**src/rtl/cpu_pkg.sv**
```systemverilog
// Shared CPU constants used by the front-end pipeline blocks.
//   XLEN       : width of pc and instruction words
//   NOP_INSTR  : instruction presented to decode when no real entry is available
//                (addi x0, x0, 0)
//   IFQ_DEPTH  : default depth of the fetch/decode instruction queue
package cpu_pkg;

  localparam int unsigned XLEN      = 32;
  localparam logic [31:0] NOP_INSTR = 32'h00000013;
  localparam int unsigned IFQ_DEPTH = 4;

endpackage : cpu_pkg

```
**src/rtl/ptr_counter.sv**
```systemverilog
// Wrapping pointer for a power-of-two ring buffer.
// Ports:
//   clk_i   : clock, all updates on posedge
//   clr_i   : synchronous active-high reset, pointer -> 0
//   clear_i : synchronous pointer clear (e.g. pipeline flush), pointer -> 0
//   inc_i   : advance pointer by one, wrapping modulo 2**W
//   ptr_o   : current pointer value
module ptr_counter #(
  parameter int unsigned W = 2
) (
  input  logic         clk_i,
  input  logic         clr_i,
  input  logic         clear_i,
  input  logic         inc_i,
  output logic [W-1:0] ptr_o
);

  logic [W-1:0] ptr_q;
  logic [W-1:0] ptr_d;

  // Next pointer: clear wins over increment; natural overflow gives the wrap.
  always_comb begin
    ptr_d = ptr_q;
    if (clear_i) begin
      ptr_d = {W{1'b0}};
    end else if (inc_i) begin
      ptr_d = ptr_q + {{(W-1){1'b0}}, 1'b1};
    end else begin
      ptr_d = ptr_q;
    end
  end

  // Pointer register with synchronous reset.
  always_ff @(posedge clk_i) begin
    if (clr_i) begin
      ptr_q <= {W{1'b0}};
    end else begin
      ptr_q <= ptr_d;
    end
  end

  assign ptr_o = ptr_q;

endmodule : ptr_counter

```
**src/rtl/fetch_decode_queue.sv**
```systemverilog
// Instruction queue between fetch (writer) and decode (reader).
// Fetch pushes {pc, instr} pairs; decode consumes the head unless stalled.
// A taken-branch flush or clr empties the queue.
// Ports:
//   clk        : clock
//   clr        : synchronous active-high reset
//   push_valid : fetch offers {push_pc, push_instr} this cycle
//   push_ready : queue can accept (not full); depends on registered count only
//   push_pc    : pc of the offered instruction
//   push_instr : offered instruction word
//   stall      : load-use stall, holds the head entry
//   flush      : branch taken, discard all entries (a same-cycle push is dropped)
//   id_valid   : head entry valid
//   id_pc      : head pc, 0 when empty
//   id_instr   : head instruction, NOP_INSTR when empty
//   count      : occupancy 0..DEPTH
module fetch_decode_queue
  import cpu_pkg::*;
#(
  parameter int unsigned DEPTH     = cpu_pkg::IFQ_DEPTH,
  parameter int unsigned XLEN      = cpu_pkg::XLEN,
  parameter logic [XLEN-1:0] NOP_INSTR = cpu_pkg::NOP_INSTR[XLEN-1:0]
) (
  input  logic                     clk,
  input  logic                     clr,
  input  logic                     push_valid,
  output logic                     push_ready,
  input  logic [XLEN-1:0]          push_pc,
  input  logic [XLEN-1:0]          push_instr,
  input  logic                     stall,
  input  logic                     flush,
  output logic                     id_valid,
  output logic [XLEN-1:0]          id_pc,
  output logic [XLEN-1:0]          id_instr,
  output logic [$clog2(DEPTH):0]   count
);

  localparam int unsigned W_PTR = $clog2(DEPTH);
  localparam int unsigned W_CNT = W_PTR + 1;
  localparam logic [W_CNT-1:0] FULL_CNT = W_CNT'(DEPTH);
  localparam logic [W_CNT-1:0] ONE_CNT  = {{(W_CNT-1){1'b0}}, 1'b1};

  typedef struct packed {
    logic [XLEN-1:0] pc;
    logic [XLEN-1:0] instr;
  } entry_t;

  entry_t            mem_q [DEPTH];
  logic [W_CNT-1:0]  count_q;
  logic [W_CNT-1:0]  count_d;
  logic [W_PTR-1:0]  rd_ptr_s;
  logic [W_PTR-1:0]  wr_ptr_s;
  logic              push_s;
  logic              pop_s;
  logic              wr_en_s;
  entry_t            head_s;

  // Handshake terms come from registered count only, so push_ready has no
  // path from stall and an empty queue ignores stall automatically.
  assign push_ready = (count_q != FULL_CNT);
  assign id_valid   = (count_q != {W_CNT{1'b0}});
  assign push_s     = push_valid & push_ready;
  assign pop_s      = id_valid & ~stall;
  // A flush drops any push offered in the same cycle.
  assign wr_en_s    = push_s & ~flush;

  ptr_counter #(.W(W_PTR)) u_rd_ptr (
    .clk_i   (clk),
    .clr_i   (clr),
    .clear_i (flush),
    .inc_i   (pop_s),
    .ptr_o   (rd_ptr_s)
  );

  ptr_counter #(.W(W_PTR)) u_wr_ptr (
    .clk_i   (clk),
    .clr_i   (clr),
    .clear_i (flush),
    .inc_i   (wr_en_s),
    .ptr_o   (wr_ptr_s)
  );

  // Occupancy next-state: flush empties; otherwise +1/-1/hold by push/pop.
  always_comb begin
    count_d = count_q;
    if (flush) begin
      count_d = {W_CNT{1'b0}};
    end else begin
      case ({push_s, pop_s})
        2'b10:   count_d = count_q + ONE_CNT;
        2'b01:   count_d = count_q - ONE_CNT;
        2'b11:   count_d = count_q;
        2'b00:   count_d = count_q;
        default: count_d = count_q;
      endcase
    end
  end

  // Occupancy register with synchronous reset.
  always_ff @(posedge clk) begin
    if (clr) begin
      count_q <= {W_CNT{1'b0}};
    end else begin
      count_q <= count_d;
    end
  end

  // Entry storage; contents are irrelevant while count says they are empty,
  // so no reset is applied here.
  always_ff @(posedge clk) begin
    if (wr_en_s && !clr) begin
      mem_q[wr_ptr_s] <= '{pc: push_pc, instr: push_instr};
    end
  end

  // Head presentation: empty queue shows pc 0 and a NOP to decode.
  always_comb begin
    head_s = mem_q[rd_ptr_s];
    if (id_valid) begin
      id_pc    = head_s.pc;
      id_instr = head_s.instr;
    end else begin
      id_pc    = {XLEN{1'b0}};
      id_instr = NOP_INSTR;
    end
  end

  assign count = count_q;

endmodule : fetch_decode_queue
```
**config.mk**
```make
export PLATFORM = sky130hd
export DESIGN_NAME = fetch_decode_queue
export DESIGN_NICKNAME = d
export VERILOG_FILES = /design/src/rtl/cpu_pkg.sv /design/src/rtl/ptr_counter.sv /design/src/rtl/fetch_decode_queue.sv
export SDC_FILE = /design/constraint.sdc
export NUM_CORES = 1
export LEC_CHECK = 0
export BUFFER_PORTS_ARGS = -buffer_cell sky130_fd_sc_hd__buf_2
export CAP_MARGIN = 20
export CORE_MARGIN = 2
export CORE_UTILIZATION = 25
export CTS_CLUSTER_SIZE = 28
export DETAILED_ROUTE_END_ITERATION = 8
export GPL_ROUTABILITY_DRIVEN = 1
export SLEW_MARGIN = 40
export SYNTH_ARGS = -nofsm -noshare
export SYNTH_HDL_FRONTEND = slang
export SYNTH_SLANG_ARGS = --single-unit
```
**constraint.sdc**
```tcl
create_clock -name clk -period 5.6 [get_ports clk]
set_input_delay 1.4 -clock clk [delete_from_list [all_inputs] [get_ports clk]]
set_output_delay 1.4 -clock clk [all_outputs]
set_load 0.02 [all_outputs]
```
==> impl_metrics.tcl, run 1 <==
set metrics [dict create \
    status "finished clean" \
    postRouteAntennaNets 0 \
    critPathArrivalTime_ps 2740 \
    post_cts_resized 0 \
    synth-simple-area-share_pct 5.08 \
    utilization_pct 30.9 \
    r2r_start "count[2]" \
    vias_per_cell 4.14 \
    placementRows 74 \
    start_util_pct 25.2 \
    insertedDiodeCount 0 \
    combPwrFrac_pct 5.0 \
    hp-start "u_rd_ptr.ptr_o[1]" \
    hold_depth 2 \
    cap_violations 0 \
    synth_area_leader_cell "edfxtp_1" \
    yosys.area.top_type_share_pct 75.2 \
    synth_mux_area_share_pct 14.3 \
    wl_per_cell_um 17.7 \
    wl_um 20700 \
    cp.required_ps 4200 \
    ios 138 \
    cts.sinks 265 \
    synth_xor_area_share_pct 0.171 \
    synth_compound_area_share_pct 0.563 \
    setup_viol 0 \
    leakage_nw 4.19 \
    p_per_area_mw_per_mm2 345 \
    clock_path_buffers 3 \
    drt_iter0_drc 215 \
    grt_pass1_vias 5268 \
    tns_ps 0 \
    finalHoldViolCount 0 \
    ys_warn_count 0 \
    drc_errors 0 \
    max_freq_mhz 241 \
    nets 694 \
    power.switching_w 0.000871 \
    clkPwrFrac_pct 44.0 \
    max-slew-margin-rel_pct 51.5 \
    avgSynthCellArea_um2 22.3 \
    final_cells 1172 \
    netSwitchingFraction_pct 20.2 \
    period_needed_ps 4140 \
    die_h_um 206 \
    final_max_slew_viol_count 0 \
    min_period_over_period_pct 74.0 \
    grt_pass1_wl_um 31300 \
    start_kind "flop" \
    hpwl_um 12700 \
    ff2ff_path_depth 9 \
    dieArea_mm2 0.0425 \
    cts_root_buffer "clkbuf_16" \
    dr.pass1.iters 4 \
    crit_path_max_fanout 33 \
    drive_above_1_share_pct 40.8 \
    yosysSeqAreaShare_pct 77.0 \
    h-tree-depth 1 \
    seqPwrFrac_pct 51.0 \
    r2r-end "count[2]" \
    coreArea_mm2 0.0406 \
    antenna_found_initial 1 \
    clock_latency_ps 540 \
    die_w_um 206 \
    route.vias.total 4856 \
    io_buffers 137 \
    gr-total-overflow 0 \
    clk_pin_slew_ps 60 \
    grt_setup_unrepaired "no" \
    synth_area_mm2 0.0102 \
    critical_path_class "reg -> out" \
    power.internal_w 0.00345 \
    p_total_w 0.00432 \
    synthAdderAreaFrac_pct 0.808 \
    syn_nets 534 \
    cts_hold_buffers 0 \
    peakVddDrop_mv 0.191 \
    cts_setup_buffers 0 \
    hold_path_class "reg -> reg" \
    grt_usage_pct 9.79 \
    final.hold.worst_slack_ps 484 \
    placed_cells 1120 \
    yosysUniqueCellTypes 28 \
    grt_max_degree 40 \
    area_growth_pct 22.8 \
    most-common-layout-cells "edfxtp_1 (256), buf_2 (137), and2_1 (61)" \
    synth_seq_cells 265 \
    numCtsBuffers 29 \
    synth_top_family_by_area "multiplexers" \
    synth_cells 459 \
    synth_area_leaders "edfxtp_1 (75%), mux4_2 (13%), and2_1 (3.7%)" \
    cts_tree "built" \
    mostFrequentLayoutCell "edfxtp_1" \
    tightest_slew_ps 727 \
    crit_path_end_kind "primary output" \
    gp_congestion 0.658 \
    fin_skew_ps 15.9 \
    r2r_slack_ps 3220 \
]
-- logic make-up after synthesis --
logic type / count (synthesis)
AO/OA/AOI/OAI: 10
XOR/XNOR: 2
adder cells (fa/ha/maj): 6
buffers and inverters: 28
flip-flops: 265
multiplexers: 64
AND/OR/NAND/NOR: 84
-- cell usage after synthesis --
master / number
buf_6: 1
clkbuf_1: 7
mux4_2: 60
buf_2: 6
edfxtp_1: 256
buf_12: 6
and2_4: 1
nor2_1: 5
or3b_1: 1
or2_1: 3
inv_1: 7
nor3_2: 1
and2_1: 61
mux4_1: 4
fa_1: 1
and3_1: 4
a21oi_1: 5
o21ai_0: 4
nand2b_1: 1
dfxtp_1: 9
ha_1: 5
xor2_1: 2
o31ai_2: 1
nand4_1: 2
or3_1: 3
clkbuf_2: 1
or2_2: 1
nand2_1: 1
-- final cells by class --
type                       instances  area [um2]
multi-input combinational        166        2150
clock buffer                      42         805
timing repair buffer             150         871
fill                            3982       28000
inverter                           7        26.3
clock inverter                    10         150
tap                              532         666
sequential                       265        7880
-- flip-flops by register name (all words and copies together) (netlist names), named ones only --
register        cells
mem_q             256
count               3
u_rd_ptr.ptr_o      2
u_wr_ptr.ptr_o      2
-- power by group through the flow --
stage	clock network, W	registers, W	logic [W]
after floorplan	0	0.00224	0.000122
after global placement	0	0.00225	0.000213
after global routing	0.00204	0.00221	0.000235
after detailed placement	0	0.00225	0.000220
after CTS	0.00197	0.00221	0.000221
final	0.00190	0.00220	0.000214
-- metal layers --
metal | up-vias | wire length, um | track usage [%]
met4 | 0 | 433 | 3.09
met3 | 35 | 1120 | 2.24
met5 | - | 0 | 0
met1 | 2524 | 9150 | 12.8
li1 | 2181 | - | -
met2 | 116 | 10000 | 16.2
-- how the worst max path moves through the flow --
stage,from,to,cells after the start
after floorplan,flush,mem_q[0][0],2
after global placement,flop,id_instr[4],4
after detailed placement,flop,id_instr[4],4
after CTS,flop,id_instr[4],4
after global routing,flop,id_instr[4],4
final,flop,id_instr[4],4
-- critical path: stages, from the launching register on --
cell	delay [ps]
dfxtp_4	800
buf_12	380
mux4_1	590
or2_1	250
buf_2	170
-- per-stage QoR --
step	setup WS, ps	instance area, um2
finish	1460	12500
global route	1210	12500
global placement	1960	11500
CTS	1310	12500
detailed placement	1910	11600
floorplan	1930	10200
No activity file was read; power rests on OpenSTA's default activity.
==> run 2: changes to the inputs <==
- clock period: 5.6 -> 4.2 ns (I/O delays scaled with it)
==> run 2 against run 1 <==
Worst setup slack worse by 840 ps. Clock skew shrank 4.7 ps. Sequential cell count unchanged. Via count is 0.27% lower. First-iteration DRC count up 14%. Final area down 0.90%. Sequential power grew 34%. Worst hold slack worse by 3.1 ps. Final cell count shrank 0.34%. Global-route usage up 0.073 points. Count of clock-buffer cells in the layout down 11. Sequential share of layout area increased by 0.57 points.
==> impl_metrics.tcl, run 2 (synthesized netlist as in run 1, its figures left out) <==
set metrics [dict create \
    drt_iter0_drc 246 \
    multiInputGateArea_mm2 0.00215 \
    max_freq_mhz 279 \
    cp.required_ps 3150 \
    most-common-layout-cells "edfxtp_1 (256), buf_2 (137), and2_1 (61)" \
    largest-register "mem_q" \
    tightest_slew_ps 614 \
    path_cells "buf_12, mux4_1, or2_1, buf_2" \
    cp_slowest_cell "dfxtp_4" \
    start_kind "flop" \
    io_buffers 137 \
    drive_above_1_share_pct 40.3 \
    nets 692 \
    antenna_found_initial 3 \
    ios 138 \
    slowest_delay_ps 680 \
    critical_path_class "reg -> out" \
    wl_um 21200 \
    min_period_over_period_pct 85.3 \
    placementRows 74 \
    grt_pass1_wl_um 31000 \
    cap_violations 0 \
    fin_skew_ps 11.2 \
    gr-total-overflow 0 \
    critPathArrivalTime_ps 2530 \
    cp.buffers_inverters 2 \
    cts_root_buffer "clkbuf_16" \
    clock_latency_ps 540 \
    gp_congestion 0.687 \
    die_w_um 206 \
    final_max_slew_viol_count 0 \
    wl_per_cell_um 18.1 \
    dr.pass1.iters 4 \
    hpwl_um 12500 \
    finalHoldViolCount 0 \
    coreArea_mm2 0.0406 \
    max-slew-margin-rel_pct 59.1 \
    h-tree-depth 1 \
    area_growth_pct 21.7 \
    mostFrequentLayoutCell "edfxtp_1" \
    clock_path_buffers 3 \
    p_total_w 0.00551 \
    start_util_pct 25.2 \
    leakage_nw 4.13 \
    fillers 3987 \
    clk_pin_slew_ps 60 \
    post_cts_resized 0 \
    final.hold.worst_slack_ps 480 \
    crit_path_end_kind "primary output" \
    numCtsBuffers 28 \
    route.vias.total 4843 \
    vias_per_cell 4.15 \
    hp-start "u_rd_ptr.ptr_o[1]" \
    postRouteAntennaNets 0 \
    grt_max_degree 35 \
    grt_pass1_vias 5068 \
    status "finished clean" \
    r2r_start "count[2]" \
    die_h_um 206 \
    period_needed_ps 3580 \
    critPathTopFamily "flip-flops" \
    p_per_area_mw_per_mm2 443 \
    crit_path_max_fanout 23 \
    drc_errors 0 \
    hold_path_class "reg -> reg" \
    tns_ps 0 \
    cts.sinks 265 \
    largest_reg_flops 256 \
    setup_viol 0 \
    peakVddDrop_mv 0.252 \
    grt_setup_unrepaired "no" \
    seqCellArea_mm2 0.00788 \
    cts_setup_buffers 0 \
    cts_tree "built" \
    r2r_slack_ps 1840 \
    grt_usage_pct 9.87 \
    cts_hold_buffers 0 \
    dieArea_mm2 0.0425 \
]
[run 2: changes by cell type in the layout (fill, tap and decap cells not counted), moves of 2 or more]
cell       delta
clkinv_1      +8
inv_6         +2
clkinv_2      -2
clkbuf_8      -3
bufinv_16     -3
clkbuf_1      -8
[run 2: area by class of cell]
type | count | area share (%)
diodes | 1 | 0.0201
clock buffers | 31 | 5.90
clock inverters | 17 | 0.916
inverters | 7 | 0.211
multi-input cells | 166 | 17.3
flip-flops and latches | 265 | 63.3
well taps | 532 | 5.35
repair buffers | 149 | 6.94
[run 2: metal layers]
metal	share of wire, %	up-vias	global-route usage, %	wire (um)
met5	0.076	-	0	16
met4	2.1	2	3.14	445
met3	5.9	33	2.25	1240
met2	47	118	15.6	9990
met1	45	2509	13.4	9490
li1	-	2181	-	-
[run 2: power by group]
part	switching (W)	leakage, nW	internal (W)
Clock	0.000976	0.407	0.00131
Sequential	0.0000113	2.39	0.00293
Combinational	0.000174	1.34	0.000114
[run 2: per-stage QoR]
step           utilization (%)  area [um2]  setup slack [ps]  instances
5_1_grt                   30.7       12400               427       1167
6_report                  30.7       12400               618       1168
4_1_cts                   30.7       12400               512       1167
3_3_place_gp              28.5       11600              1110       1118
2_1_floorplan                -       10200               883        459
3_5_place_dp              28.6       11600              1110       1119
[run 2: tightest hold or removal path, delay by kind of cell (launching register included)]
kind,cells,cell delay (ps)
AO/OA/AOI/OAI,2,140
flip-flops,1,300
[run 2: path summary, 6_finish.rpt]
check,to,cells after the start
setup / recovery,id_instr[0],4
hold / removal,flop,2
setup reg to reg,count[2],9
hold reg to reg,flop,2
==> run 3: changes to the inputs <==
- ABC_AREA: unset -> 1
- TNS_END_PERCENT: unset -> 1
==> run 3 against run 2 <==
Sequential cell count unchanged. Global-route usage up 1.7 points. Non-clock buffer count up 3. Critical endpoint is now id_pc[0]. Synthesized cell count up 80%. Critical path type unchanged. Largest cell class unchanged. Clock skew about the same. Area after synthesis up 2.1%. Total power up 3.2%.
==> impl_metrics.tcl, run 3 <==
set metrics [dict create \
    io_buffers 137 \
    ios 138 \
    crit_path_end_kind "primary output" \
    synth_mux_area_share_pct 0 \
    wl_per_cell_um 16.8 \
    synth_edf_count 256 \
    mostFrequentLayoutCell "edfxtp_1" \
    yosys.area.top_type_share_pct 73.7 \
    most-common-layout-cells "edfxtp_1 (256), nor2_1 (252), buf_2 (137)" \
    r2r_start "count[1]" \
    status "finished clean" \
    synth_xor_area_share_pct 0 \
    cts_hold_buffers 0 \
    antenna_found_initial 6 \
    synth_ff_type "edfxtp_1" \
    p_per_area_mw_per_mm2 454 \
    grt_usage_pct 11.6 \
    cts_root_buffer "clkbuf_16" \
    clock_path_buffers 3 \
    synth_seq_cells 265 \
    die_h_um 208 \
    r2r_slack_ps 2110 \
    drive_above_1_share_pct 20.4 \
    async_flop_share_pct 0 \
    fillers 4108 \
    min_period_over_period_pct 88.8 \
    post_cts_resized 0 \
    r2r-end "mem_q[3][33]" \
    ys_warn_count 0 \
    final_max_slew_viol_count 0 \
    area_growth_pct 20.1 \
    vias_per_cell 4.36 \
    final_cells 1515 \
    largest_reg_flops 256 \
    syn_nets 900 \
    peakVddDrop_mv 0.285 \
    wl_um 25500 \
    drc_errors 0 \
    synth_top_family_by_area "simple AND/OR/NAND/NOR gates" \
    synth_compound_area_share_pct 9.55 \
    dieArea_mm2 0.0434 \
    max-slew-margin-rel_pct 50.4 \
    setup_viol 0 \
    ff2ff_path_depth 5 \
    grt_pass1_wl_um 39000 \
    hold_depth 2 \
    grt_setup_unrepaired "no" \
    ys_top_cells_by_count "edfxtp_1 (256), nor2_1 (256), o21ai_0 (123), a21oi_1 (71), nand2_1 (26)" \
    hp-start "u_rd_ptr.ptr_o[1]" \
    placed_cells 1462 \
    finalHoldViolCount 0 \
    grt_max_degree 83 \
    die_w_um 208 \
    route.vias.total 6604 \
    yosysUniqueCellTypes 17 \
    leakage_nw 4.45 \
    grt_pass1_vias 6600 \
    cts_setup_buffers 0 \
    synth-simple-area-share_pct 10.4 \
    fin_skew_ps 11.0 \
    clk_pin_slew_ps 60 \
    cap_violations 0 \
    placed_area_mm2 0.0116 \
    period_needed_ps 3730 \
    critPathArrivalTime_ps 2680 \
    start_util_pct 25.4 \
    synth_area_mm2 0.0104 \
    hold_path_class "reg -> reg" \
    final.hold.worst_slack_ps 509 \
    numCtsBuffers 28 \
    placementRows 74 \
    drt_iter0_drc 347 \
    cts.sinks 265 \
    largest-register "mem_q" \
    fin_area_mm2 0.0125 \
    critical_path_class "reg -> out" \
    tightest_slew_ps 743 \
    clock_latency_ps 540 \
    gr-total-overflow 0 \
    nets 1035 \
    cp.required_ps 3150 \
    max_freq_mhz 268 \
    synthAdderAreaFrac_pct 0.792 \
    hpwl_um 15900 \
    synth_cells 825 \
    yosysSeqAreaShare_pct 75.4 \
    avgSynthCellArea_um2 12.6 \
    gp_congestion 0.746 \
    h-tree-depth 1 \
    cts_tree "built" \
    dr.pass1.iters 4 \
    synth_area_leader_cell "edfxtp_1" \
    postRouteAntennaNets 0 \
    start_kind "flop" \
    crit_path_max_fanout 76 \
    synth_area_leaders "edfxtp_1 (74%), nor2_1 (9.2%), o21ai_0 (5.9%)" \
    coreArea_mm2 0.0410 \
]
-- run 3: changes by cell type in the layout (fill, tap and decap cells not counted), moves of 6 or more --
cell,change
a21oi_1,+66
and2_1,-61
buf_4,+7
clkbuf_1,+7
inv_1,+10
mux4_2,-60
nand2_1,+25
nand3_1,+6
nor2_1,+247
o21ai_0,+119
-- run 3: routing by layer --
| layer | vias up | track usage, % | wire [um] |
|---|---|---|---|
| met5 | - | 0 | 49 |
| met4 | 8 | 3.92 | 580 |
| met3 | 45 | 2.64 | 1500 |
| met2 | 157 | 19.5 | 12200 |
| met1 | 3213 | 14.7 | 11200 |
| li1 | 3181 | - | - |
-- run 3: worst max-delay path: stages, from the launching register on --
cell      delay, ps
dfxtp_4         690
clkinv_2        410
buf_12          320
o21ai_0         380
a21oi_1         130
buf_2           180
-- run 3: area by class of cell --
class | instances | area, um2 | share of cell area [%]
multi-input cells | 493 | 2200 | 17.5
inverters | 20 | 76.3 | 0.609
clock inverters | 14 | 128 | 1.02
diodes | 1 | 2.50 | 0.0200
well taps | 532 | 666 | 5.31
clock buffers | 38 | 759 | 6.06
repair buffers | 152 | 827 | 6.60
flip-flops and latches | 265 | 7880 | 62.8
-- run 3: logic make-up (layout without fill, tap and decap cells) --
family          Yosys count  in the layout
simple gates            288            288
flops                   265            265
compound gates          199            199
buf+inv                  67            224
fa+ha+maj                 6              6
other cells               0              1
-- run 3: report_power, final --
part | switching, W | internal (W) | leakage, nW
Clock | 0.000979 | 0.00139 | 0.425
Sequential | 0.0000134 | 0.00293 | 2.39
Combinational | 0.000266 | 0.000107 | 1.63
-- run 3: how the worst max path moves through the flow --
stage           from     endpoint  slack [ps]  cells after the start
3_5_place_dp    flop     id_pc[0]         960                      5
4_1_cts         flop     id_pc[0]         360                      5
2_1_floorplan  flush  mem_q[0][0]        -490                      3
6_report        flop     id_pc[0]         470                      5
5_1_grt         flop     id_pc[0]         220                      5
3_3_place_gp    flop     id_pc[0]         960                      5
-- run 3: metrics by stage --
stage	total power (W)	utilization [%]	worst slack, ps	TNS [ps]
after floorplan	0.00321	-	-491	-125760
after global placement	0.00337	28.4	961	0
after detailed placement	0.00338	28.4	960	0
after CTS	0.00576	30.5	360	0
after global routing	0.00590	30.5	221	0
final	0.00569	30.6	472	0
